$ cat config.mk
export PLATFORM = sky130hd
export DESIGN_NAME = same_label_reg_wb
export DESIGN_NICKNAME = d
export VERILOG_FILES = /design/src/rtl/same_label_reg_Consts.sv /design/src/rtl/same_label_reg_wb_pkg.sv /design/src/rtl/same_label_reg_wb.sv
export SDC_FILE = /design/constraint.sdc
export NUM_CORES = 1
export LEC_CHECK = 0
export ABC_AREA = 1
export BUFFER_PORTS_ARGS = -buffer_cell sky130_fd_sc_hd__buf_2
export CAP_MARGIN = 20
export CORE_UTILIZATION = 45
export DETAILED_ROUTE_END_ITERATION = 12
export HOLD_SLACK_MARGIN = 0.03
export PLACE_DENSITY = 0.92
export SLEW_MARGIN = 40
export SYNTH_ARGS = -nofsm -noshare
export SYNTH_HDL_FRONTEND = slang
export SYNTH_SLANG_ARGS = --single-unit
$ cat constraint.sdc
create_clock -name clk_i -period 3.9 [get_ports clk_i]
set_clock_uncertainty 0.1 [all_clocks]
set_input_delay 0.195 -clock clk_i [delete_from_list [all_inputs] [get_ports clk_i]]
set_output_delay 0.195 -clock clk_i [all_outputs]
set_load 0.02 [all_outputs]
$ cat src/rtl/same_label_reg_Consts.sv
// Register-map constants for the same_label_reg block: window size, word
// addresses, field geometry, field masks and the NO_FIELDS preset value.
package same_label_reg_Consts;

    // Size of the register window in bytes
    localparam int unsigned SAME_LABEL_REG_SIZE = 16;

    // Word-aligned byte addresses
    localparam logic [31:0] ADDR_NO_FIELDS       = 32'h0000_0000;
    localparam logic [31:0] ADDR_SAME_NAME       = 32'h0000_0004;
    localparam logic [31:0] ADDR_SAME_NAME_MULTI = 32'h0000_0008;
    localparam logic [31:0] ADDR_NOT_SAME        = 32'h0000_000C;

    // NO_FIELDS: read-only constant word
    localparam int unsigned NO_FIELDS_WIDTH  = 8;
    localparam logic [NO_FIELDS_WIDTH-1:0] NO_FIELDS_PRESET = 8'h20;

    // SAME_NAME: single bit
    localparam int unsigned SAME_NAME_WIDTH  = 1;
    localparam int unsigned SAME_NAME_OFFSET = 0;
    localparam logic [31:0] SAME_NAME_MASK   = 32'h0000_0001;

    // SAME_NAME_MULTI: twelve bits
    localparam int unsigned SAME_NAME_MULTI_WIDTH  = 12;
    localparam int unsigned SAME_NAME_MULTI_OFFSET = 0;
    localparam logic [31:0] SAME_NAME_MULTI_MASK   = 32'h0000_0FFF;

    // NOT_SAME: single bit
    localparam int unsigned NOT_SAME_WIDTH  = 1;
    localparam int unsigned NOT_SAME_OFFSET = 0;
    localparam logic [31:0] NOT_SAME_MASK   = 32'h0000_0001;

endpackage

$ cat src/rtl/same_label_reg_wb_pkg.sv
// Types and helpers local to the Wishbone front end of same_label_reg.
package same_label_reg_wb_pkg;

    // Bus handshake state: waiting for a strobe, or presenting ack/err
    typedef enum logic {
        IDLE = 1'b0,
        RESP = 1'b1
    } wb_state_e;

    // Clears the byte-offset bits so a byte address becomes a word address
    localparam logic [31:0] WORD_ALIGN_MASK = 32'hFFFF_FFFC;

    // Replace the bits of old_w that are both enabled by a byte lane and
    // belong to the field, keeping every other bit.
    function automatic logic [31:0] lane_merge(
        input logic [31:0] old_w,
        input logic [31:0] new_w,
        input logic [31:0] lanes,
        input logic [31:0] field_mask
    );
        logic [31:0] upd;
        upd = lanes & field_mask;
        return (old_w & ~upd) | (new_w & upd);
    endfunction

endpackage

$ cat src/rtl/same_label_reg_wb.sv
// Wishbone B4 classic slave for the same_label_reg map: two-state handshake
// with one-cycle response, byte-lane writes and per-register write pulses.
module same_label_reg_wb
    import same_label_reg_Consts::*;
    import same_label_reg_wb_pkg::*;
#(
    parameter int G_ADDR_W    = 5,
    parameter bit G_STROBE_EN = 1'b1
) (
    input  logic                             clk_i,
    input  logic                             rst_i,
    input  logic                             wb_cyc_i,
    input  logic                             wb_stb_i,
    input  logic                             wb_we_i,
    input  logic [G_ADDR_W-1:0]              wb_adr_i,
    input  logic [3:0]                       wb_sel_i,
    input  logic [31:0]                      wb_dat_i,
    output logic [31:0]                      wb_dat_o,
    output logic                             wb_ack_o,
    output logic                             wb_err_o,
    output logic                             wb_stall_o,
    output logic [SAME_NAME_WIDTH-1:0]       same_name_o,
    output logic [SAME_NAME_MULTI_WIDTH-1:0] same_name_multi_o,
    output logic [NOT_SAME_WIDTH-1:0]        not_same_o,
    output logic                             same_name_multi_wr_o,
    output logic                             not_same_wr_o
);

    wb_state_e                        state_q, state_d;
    logic                             err_q, err_d;
    logic [31:0]                      dat_q, dat_d;
    logic [SAME_NAME_WIDTH-1:0]       same_name_q, same_name_d;
    logic [SAME_NAME_MULTI_WIDTH-1:0] same_name_multi_q, same_name_multi_d;
    logic [NOT_SAME_WIDTH-1:0]        not_same_q, not_same_d;
    logic                             multi_wr_q, multi_wr_d;
    logic                             not_same_wr_q, not_same_wr_d;

    logic [31:0] adr_word;
    logic [31:0] reg_adr;
    logic        err_cond;
    logic        hit_no_fields;
    logic        hit_same_name;
    logic        hit_multi;
    logic        hit_not_same;
    logic [31:0] lane_mask;
    logic [31:0] rd_data;
    logic [31:0] same_name_word;
    logic [31:0] multi_word;
    logic [31:0] not_same_word;

    // Address decode; anything at or beyond the window end is an error
    assign adr_word      = 32'(wb_adr_i);
    assign reg_adr       = adr_word & WORD_ALIGN_MASK;
    assign err_cond      = (adr_word >= SAME_LABEL_REG_SIZE);
    assign hit_no_fields = !err_cond && (reg_adr == ADDR_NO_FIELDS);
    assign hit_same_name = !err_cond && (reg_adr == ADDR_SAME_NAME);
    assign hit_multi     = !err_cond && (reg_adr == ADDR_SAME_NAME_MULTI);
    assign hit_not_same  = !err_cond && (reg_adr == ADDR_NOT_SAME);

    // Expand byte-lane selects into a bit mask
    genvar gi;
    generate
        for (gi = 0; gi < 4; gi++) begin : g_lane
            assign lane_mask[gi*8 +: 8] = {8{wb_sel_i[gi]}};
        end
    endgenerate

    // Fields placed at their bus positions, for both readback and merging
    assign same_name_word = 32'(same_name_q) << SAME_NAME_OFFSET;
    assign multi_word     = 32'(same_name_multi_q) << SAME_NAME_MULTI_OFFSET;
    assign not_same_word  = 32'(not_same_q) << NOT_SAME_OFFSET;

    // Read mux; unmapped and error addresses read as zero
    always_comb begin
        rd_data = '0;
        if (hit_no_fields) rd_data = 32'(NO_FIELDS_PRESET);
        if (hit_same_name) rd_data = same_name_word;
        if (hit_multi)     rd_data = multi_word;
        if (hit_not_same)  rd_data = not_same_word;
    end

    // Next-state logic: accept in IDLE (commit writes, capture read data), then one RESP cycle
    always_comb begin
        state_d           = state_q;
        err_d             = err_q;
        dat_d             = dat_q;
        same_name_d       = same_name_q;
        same_name_multi_d = same_name_multi_q;
        not_same_d        = not_same_q;
        multi_wr_d        = 1'b0;
        not_same_wr_d     = 1'b0;
        case (state_q)
            IDLE: begin
                if (wb_cyc_i && wb_stb_i) begin
                    state_d = RESP;
                    err_d   = err_cond;
                    dat_d   = wb_we_i ? '0 : rd_data;
                    if (wb_we_i && !err_cond) begin
                        if (hit_same_name) begin
                            same_name_d = SAME_NAME_WIDTH'(lane_merge(same_name_word, wb_dat_i,
                                lane_mask, SAME_NAME_MASK) >> SAME_NAME_OFFSET);
                        end
                        if (hit_multi) begin
                            same_name_multi_d = SAME_NAME_MULTI_WIDTH'(lane_merge(multi_word,
                                wb_dat_i, lane_mask, SAME_NAME_MULTI_MASK) >> SAME_NAME_MULTI_OFFSET);
                            multi_wr_d = G_STROBE_EN;
                        end
                        if (hit_not_same) begin
                            not_same_d = NOT_SAME_WIDTH'(lane_merge(not_same_word, wb_dat_i,
                                lane_mask, NOT_SAME_MASK) >> NOT_SAME_OFFSET);
                            not_same_wr_d = G_STROBE_EN;
                        end
                    end
                end
            end
            RESP:    state_d = IDLE;
            default: state_d = IDLE;
        endcase
    end

    // State, register file and strobe flops; reset clears everything at once
    always_ff @(posedge clk_i or posedge rst_i) begin
        if (rst_i) begin
            state_q           <= IDLE;
            err_q             <= 1'b0;
            dat_q             <= '0;
            same_name_q       <= '0;
            same_name_multi_q <= '0;
            not_same_q        <= '0;
            multi_wr_q        <= 1'b0;
            not_same_wr_q     <= 1'b0;
        end else begin
            state_q           <= state_d;
            err_q             <= err_d;
            dat_q             <= dat_d;
            same_name_q       <= same_name_d;
            same_name_multi_q <= same_name_multi_d;
            not_same_q        <= not_same_d;
            multi_wr_q        <= multi_wr_d;
            not_same_wr_q     <= not_same_wr_d;
        end
    end

    // Response qualified by cyc_i so an abandoned cycle gets neither ack nor err
    assign wb_ack_o   = (state_q == RESP) && wb_cyc_i && !err_q;
    assign wb_err_o   = (state_q == RESP) && wb_cyc_i && err_q;
    assign wb_stall_o = (state_q == RESP);
    assign wb_dat_o   = dat_q;

    assign same_name_o          = same_name_q;
    assign same_name_multi_o    = same_name_multi_q;
    assign not_same_o           = not_same_q;
    assign same_name_multi_wr_o = multi_wr_q;
    assign not_same_wr_o        = not_same_wr_q;

endmodule

==> results of run 1 <==
## power by group
group	internal (mW)	switching (mW)
clock network	0.0872	0.102
registers	0.333	0.0170
logic	0.0441	0.0934
## routing by layer
metal  share of wire  GRT usage  vias to the layer above
li1                -          -                      650
met1            0.40      0.219                      576
met3           0.083     0.0699                        9
met4           0.020     0.0884                        0
met5               0          0                        -
met2            0.50      0.323                       75
## per-stage QoR
stage | hold slack [ps] | power (mW) | utilization | std cells | cell area [um2]
after floorplan | 167 | 0.452 | - | 194 | 1560
after global placement | 350 | 0.478 | 0.540 | 264 | 1670
after detailed placement | 201 | 0.483 | 0.544 | 265 | 1690
after CTS | 30.8 | 0.682 | 0.606 | 286 | 1880
after global routing | 39.9 | 0.712 | 0.606 | 286 | 1880
final | 31.5 | 0.676 | 0.606 | 286 | 1880
## kinds of logic after synthesis
group | count (synthesis) | synth area share
compound gates | 3 | 0.0101
buf+inv | 40 | 0.168
flops | 30 | 0.506
other cells | 1 | 0.00253
simple gates | 101 | 0.314
## placed cells by master (no fill, tap or decap), types with 3 or more instances in the layout
cell type      count
clkbuf_4           5
nand2_1           58
dlygate4sd3_1     13
buf_2             52
nand4_1           13
o21ai_0            3
conb_1            20
dfrtp_1           30
nor2_1             9
inv_1             12
nand3_1           16
## worst register-to-register path, cell delays in order (launching register included)
cell	delay, ps
dfrtp_1	390
inv_1	70
nand3_2	290
nor2_1	730
nand3_1	170
nand2_1	110
## area by class of cell
| cell class | count | area [um2] | area share |
|---|---|---|---|
| sequential | 30 | 751 | 0.399 |
| multi-input combinational | 124 | 556 | 0.296 |
| timing repair buffer | 66 | 405 | 0.216 |
| clock buffer | 7 | 55.1 | 0.0293 |
| tap | 44 | 55.1 | 0.0293 |
| inverter | 14 | 52.6 | 0.0280 |
| clock inverter | 1 | 5.00 | 0.00266 |
## final timing paths
check,start,to,slack [ps],depth (start not counted)
hold / removal,wb_dat_i[10],register,30,3
setup reg to reg,wb_stall_o,wb_dat_o[4],1980,5
setup / recovery,wb_stall_o,wb_dat_o[4],1980,5
hold reg to reg,wb_dat_o[1],wb_dat_o[1],380,2
max in group asynchronous,rst_i,asynchronous set/reset pin,2910,3
min in group asynchronous,rst_i,wb_dat_o[7],400,3
## repair_timing
item / in CTS / in global routing
setup endpoints to repair: 0 / 0
hold buffers: 13 / 0
endpoints found under the hold margin: 42 / 0
==> impl_metrics.csv, run 1 <==
group,metric,value,unit
run_status,status,"finished clean",
placement,dpl.hpwl,2.25,mm
worst_setup_path,crit_required,4060,ps
worst_setup_path,critical_path.top_delay_family,"simple AND/OR/NAND/NOR gates",
timing,slew-limit-headroom,0.471,
global_routing,grt_overflow_total,0,
worst_setup_path,worst-setup-path-type,"register to register",
die,start_util,0.478,
synthesis,synth-seq-cells,30,
drt,drt_iter0_markers,57,
power_and_ir_drop,powerDensity,360,mW/mm2
die,die-width,59.4,um
cts,numCtsBuffers,5,
drt,firstDrtPassIters,4,
cts,insertion_delay,320,ps
synthesis,synth_warnings,0,
die,die-area,0.00353,mm2
worst_setup_path,critPathSlowestCell,"nor2_1",
synthesis,syn_area,0.00148,mm2
die,die-height,59.4,um
cts,cts_setup_buffers,0,
synthesis,ys.flop_type,"dfrtp_1",
cts,cts_htree_levels,2,
timing,hold_viol,0,
synthesis,ys_async_sr_fraction,1.00,
worst_setup_path,path_max_fanout,17,
synthesis,synth_top_area_share,0.506,
worst_setup_path,cp_data_arrival_time,2080,ps
synthesis,yosysSeqAreaShare,0.506,
drt,vias,1310,
timing,setup_ws,1980,ps
cts,clkTransAtPathRegs,90,ps
worst_setup_path,critPathMaxStageDelay,730,ps
drt,vias_per_cell,4.58,
timing,max_freq,520,MHz
timing,drv_slew,0,
synthesis,synth_cell_types,17,
synthesis,synth_edf_count,0,
cells_and_area,antennaDiodeCount,0,
placement,io_buffers,52,
global_routing,grt_first_pass_wirelength,4.83,mm
timing,setup_tns,0,ps
global_routing,antenna_found_initial,0,
cts,cts_root_buffer,"clkbuf_4",
synthesis,yosys.area.top_type,"dfrtp_1",
drt,wirelength,3.22,mm
synthesis,syn_inst,175,
drt,antenna_left,0,
cts,max-clock-path-buffers,2,
placement,post-place-ws,1980,ps
synthesis,synthTopCellsByArea,"dfrtp_1, nand2_1, buf_4",
drt,post-route-drc-count,0,
min_path,hold_class,"primary input to register",
cts,cts.sinks,30,
cts,ctsResizeCount,0,
cells_and_area,syn_to_final_growth,26.6,%
synthesis,postSynthAreaPerCell,8.48,um2
global_routing,grt_max_degree,31,
die,core_region_area,0.00310,mm2
cells_and_area,fin_nets,287,
global_routing,grt_pass1_vias,1122,
timing,worst_pin_slew,791,ps
cells_and_area,num-fill-cells,287,
timing,finalCriticalPeriod,1920,ps
job,drv_cap,0,
synthesis,synth_common_cells,"nand2_1, dfrtp_1, buf_4",
timing,setup_viol,0,
worst_setup_path,worstSetupEndpointType,"register",
worst_setup_path,crit_chain,"inv_1 > nand3_2 > nor2_1 > nand3_1 > nand2_1",
timing,rsz0062_at_grt,"false",
power_and_ir_drop,power_leakage,1.12,nW
power_and_ir_drop,vdd_drop_max,0.000183,V
worst_setup_path,cp_num_buf_inv,1,
drt,wire_per_inst,11.3,um
global_routing,grtUsageTotal,0.193,
die,row_count,20,
placement,gp_congestion,0.768,
cells_and_area,drive_gt1_frac,0.273,
cts,cts_tree,"done",
die,pin_count,97,
timing,period_share,0.493,
worst_setup_path,cp-start-kind,"register",
synthesis,synth.most_common_cell,"nand2_1",
Note: power is estimated with default switching activity, not from simulation.
==> run 2, diff against run 1 <==
CORE_UTILIZATION = 38   (was 45)
PLACE_DENSITY = 0.83   (was 0.92)
clock period = 1.68 ns   (was 3.9 ns; I/O delays follow)
==> impl_metrics.csv, run 2 (same netlist as run 1, synthesis figures left out) <==
group,metric,value,unit
global_routing,grt_first_pass_wirelength,5.58,mm
placement,dpl_cell_area,0.00173,mm2
drt,wirelength,3.33,mm
drt,antenna_left,0,
min_path,hold_class,"primary input to register",
worst_setup_path,crit_required,1780,ps
power_and_ir_drop,powerDensity,875,mW/mm2
die,row_count,22,
job,drv_cap,0,
min_path,hold_path_end,"wb_dat_o[5]",
worst_setup_path,r2r_cells,6,
min_path,hp-start,"wb_we_i",
drt,vias_per_cell,4.46,
power_and_ir_drop,switching_share,0.301,
placement,gp_congestion,0.794,
power_and_ir_drop,comb_power_share,0.191,
global_routing,grt_max_degree,31,
power_and_ir_drop,clockPowerShare,0.342,
die,start_util,0.399,
worst_setup_path,r2r_start,"wb_stall_o",
global_routing,gr-usage-met3,0.0458,
global_routing,gr-usage-met2,0.287,
cts,cts_htree_levels,2,
placement,place_inst,275,
die,die-area,0.00416,mm2
worst_setup_path,cp_num_buf_inv,3,
cells_and_area,syn_to_final_growth,34.3,%
run_status,status,"finished clean",
min_path,whs_path_depth,4,
cells_and_area,final_cell_mix,"nand2_1, buf_2, dfrtp_1, conb_1, dlygate4sd3_1",
die,pin_count,97,
worst_setup_path,crit_top_cell,"inv_1",
die,core_region_area,0.00372,mm2
cts,cts.sinks,30,
cells_and_area,fin_nets,297,
drt,vias,1338,
timing,hold_viol,0,
cells_and_area,drive_gt1_frac,0.282,
cts,holdBufCountCts,17,
cells_and_area,final_area,0.00199,mm2
placement,io_buffers,52,
cts,cts_setup_buffers,0,
power_and_ir_drop,power.internal,1.22,mW
cells_and_area,final_common_cell,"nand2_1",
worst_setup_path,cp-start-kind,"register",
global_routing,grt_overflow_total,0,
drt,drt_iter0_markers,63,
cts,cts_tree,"done",
worst_setup_path,r2r_slack,160,ps
power_and_ir_drop,power_leakage,1.18,nW
cts,insertion_delay,290,ps
timing,setup_viol,0,
power_and_ir_drop,vdd_drop_max,0.000471,V
global_routing,antenna_found_initial,0,
placement,dpl.hpwl,2.36,mm
timing,rsz0062_at_grt,"false",
cells_and_area,instances_no_fill,300,
timing,setup_tns,0,ps
timing,max_freq,660,MHz
timing,period_share,0.902,
global_routing,use_met1,0.220,
cts,ctsResizeCount,0,
global_routing,grtUsageTotal,0.179,
worst_setup_path,reg2reg_to,"not_same_wr_o",
cts,numCtsBuffers,5,
global_routing,grt.busiest_layer,"met2",
worst_setup_path,critPathMaxStageDelay,380,ps
drt,wire_per_inst,11.1,um
worst_setup_path,worst-setup-path-type,"register to register",
cells_and_area,regArea,751,um2
cts,clkTransAtPathRegs,70,ps
cts,max-clock-path-buffers,2,
worst_setup_path,critPathSlowestCell,"dfrtp_1",
timing,drv_slew,0,
global_routing,grt_pass1_vias,1252,
cells_and_area,num-fill-cells,367,
cells_and_area,utilization,0.536,
die,die-width,64.5,um
worst_setup_path,path_max_fanout,12,
power_and_ir_drop,seqPwrFrac,0.467,
power_and_ir_drop,power_switching,0.525,mW
worst_setup_path,worstSetupEndpointType,"register",
cts,cts_root_buffer,"clkbuf_8",
drt,post-route-drc-count,0,
cells_and_area,multi_input_area,556,um2
cells_and_area,antennaDiodeCount,0,
die,die-height,64.5,um
worst_setup_path,cp_data_arrival_time,1610,ps
drt,firstDrtPassIters,5,
worst_setup_path,critical_path.top_delay_family,"simple AND/OR/NAND/NOR gates",
timing,finalCriticalPeriod,1520,ps
worst_setup_path,crit_chain,"inv_1 > nand3_2 > nor2_4 > buf_4 > inv_1 > nor3_1",
[run 2: through the flow]
| step | hold slack [ps] | power [mW] | setup WS, ps |
|---|---|---|---|
| 2_1_floorplan | 55.7 | 1.05 | 302 |
| 3_3_place_gp | 76.0 | 1.12 | 218 |
| 3_5_place_dp | 84.4 | 1.13 | 174 |
| 4_1_cts | 30.0 | 1.76 | 168 |
| 5_1_grt | 42.5 | 1.84 | 42.9 |
| 6_report | 29.7 | 1.74 | 164 |
[run 2: power by group through the flow]
stage | clock network, mW | registers [mW] | logic [mW]
3_5_place_dp | 0 | 0.826 | 0.304
5_1_grt | 0.656 | 0.820 | 0.366
4_1_cts | 0.608 | 0.814 | 0.335
3_3_place_gp | 0 | 0.825 | 0.298
6_report | 0.596 | 0.814 | 0.333
2_1_floorplan | 0 | 0.879 | 0.171
[run 2: area by class of cell]
type,instances,area share
flip-flops and latches,30,0.377
multi-input cells,124,0.279
repair buffers,76,0.242
clock buffers,7,0.0433
well taps,48,0.0301
inverters,14,0.0264
clock inverters,1,0.00251
[run 2: worst max path at each step]
stage | slack [ps] | cells past startpoint | end | start
floorplan | 300 | 6 | register | wb_stall_o
global placement | 220 | 7 | register | wb_stall_o
detailed placement | 170 | 6 | register | wb_stall_o
CTS | 170 | 6 | register | wb_stall_o
global route | 40 | 6 | not_same_wr_o | wb_stall_o
finish | 160 | 6 | not_same_wr_o | wb_stall_o
[run 2: per-layer routing]
metal  part of all wire  up-vias  wire (um)
met2               0.47       53       1560
met4              0.024        0         81
li1                   -      669          -
met1               0.45      607       1510
met3              0.052        9        172
met5                  0        -          0
[run 2: worst min-delay path, stage by stage]
cell,delay (ps)
buf_2,100
nor2_1,60
nand2_1,60
o21ai_0,70
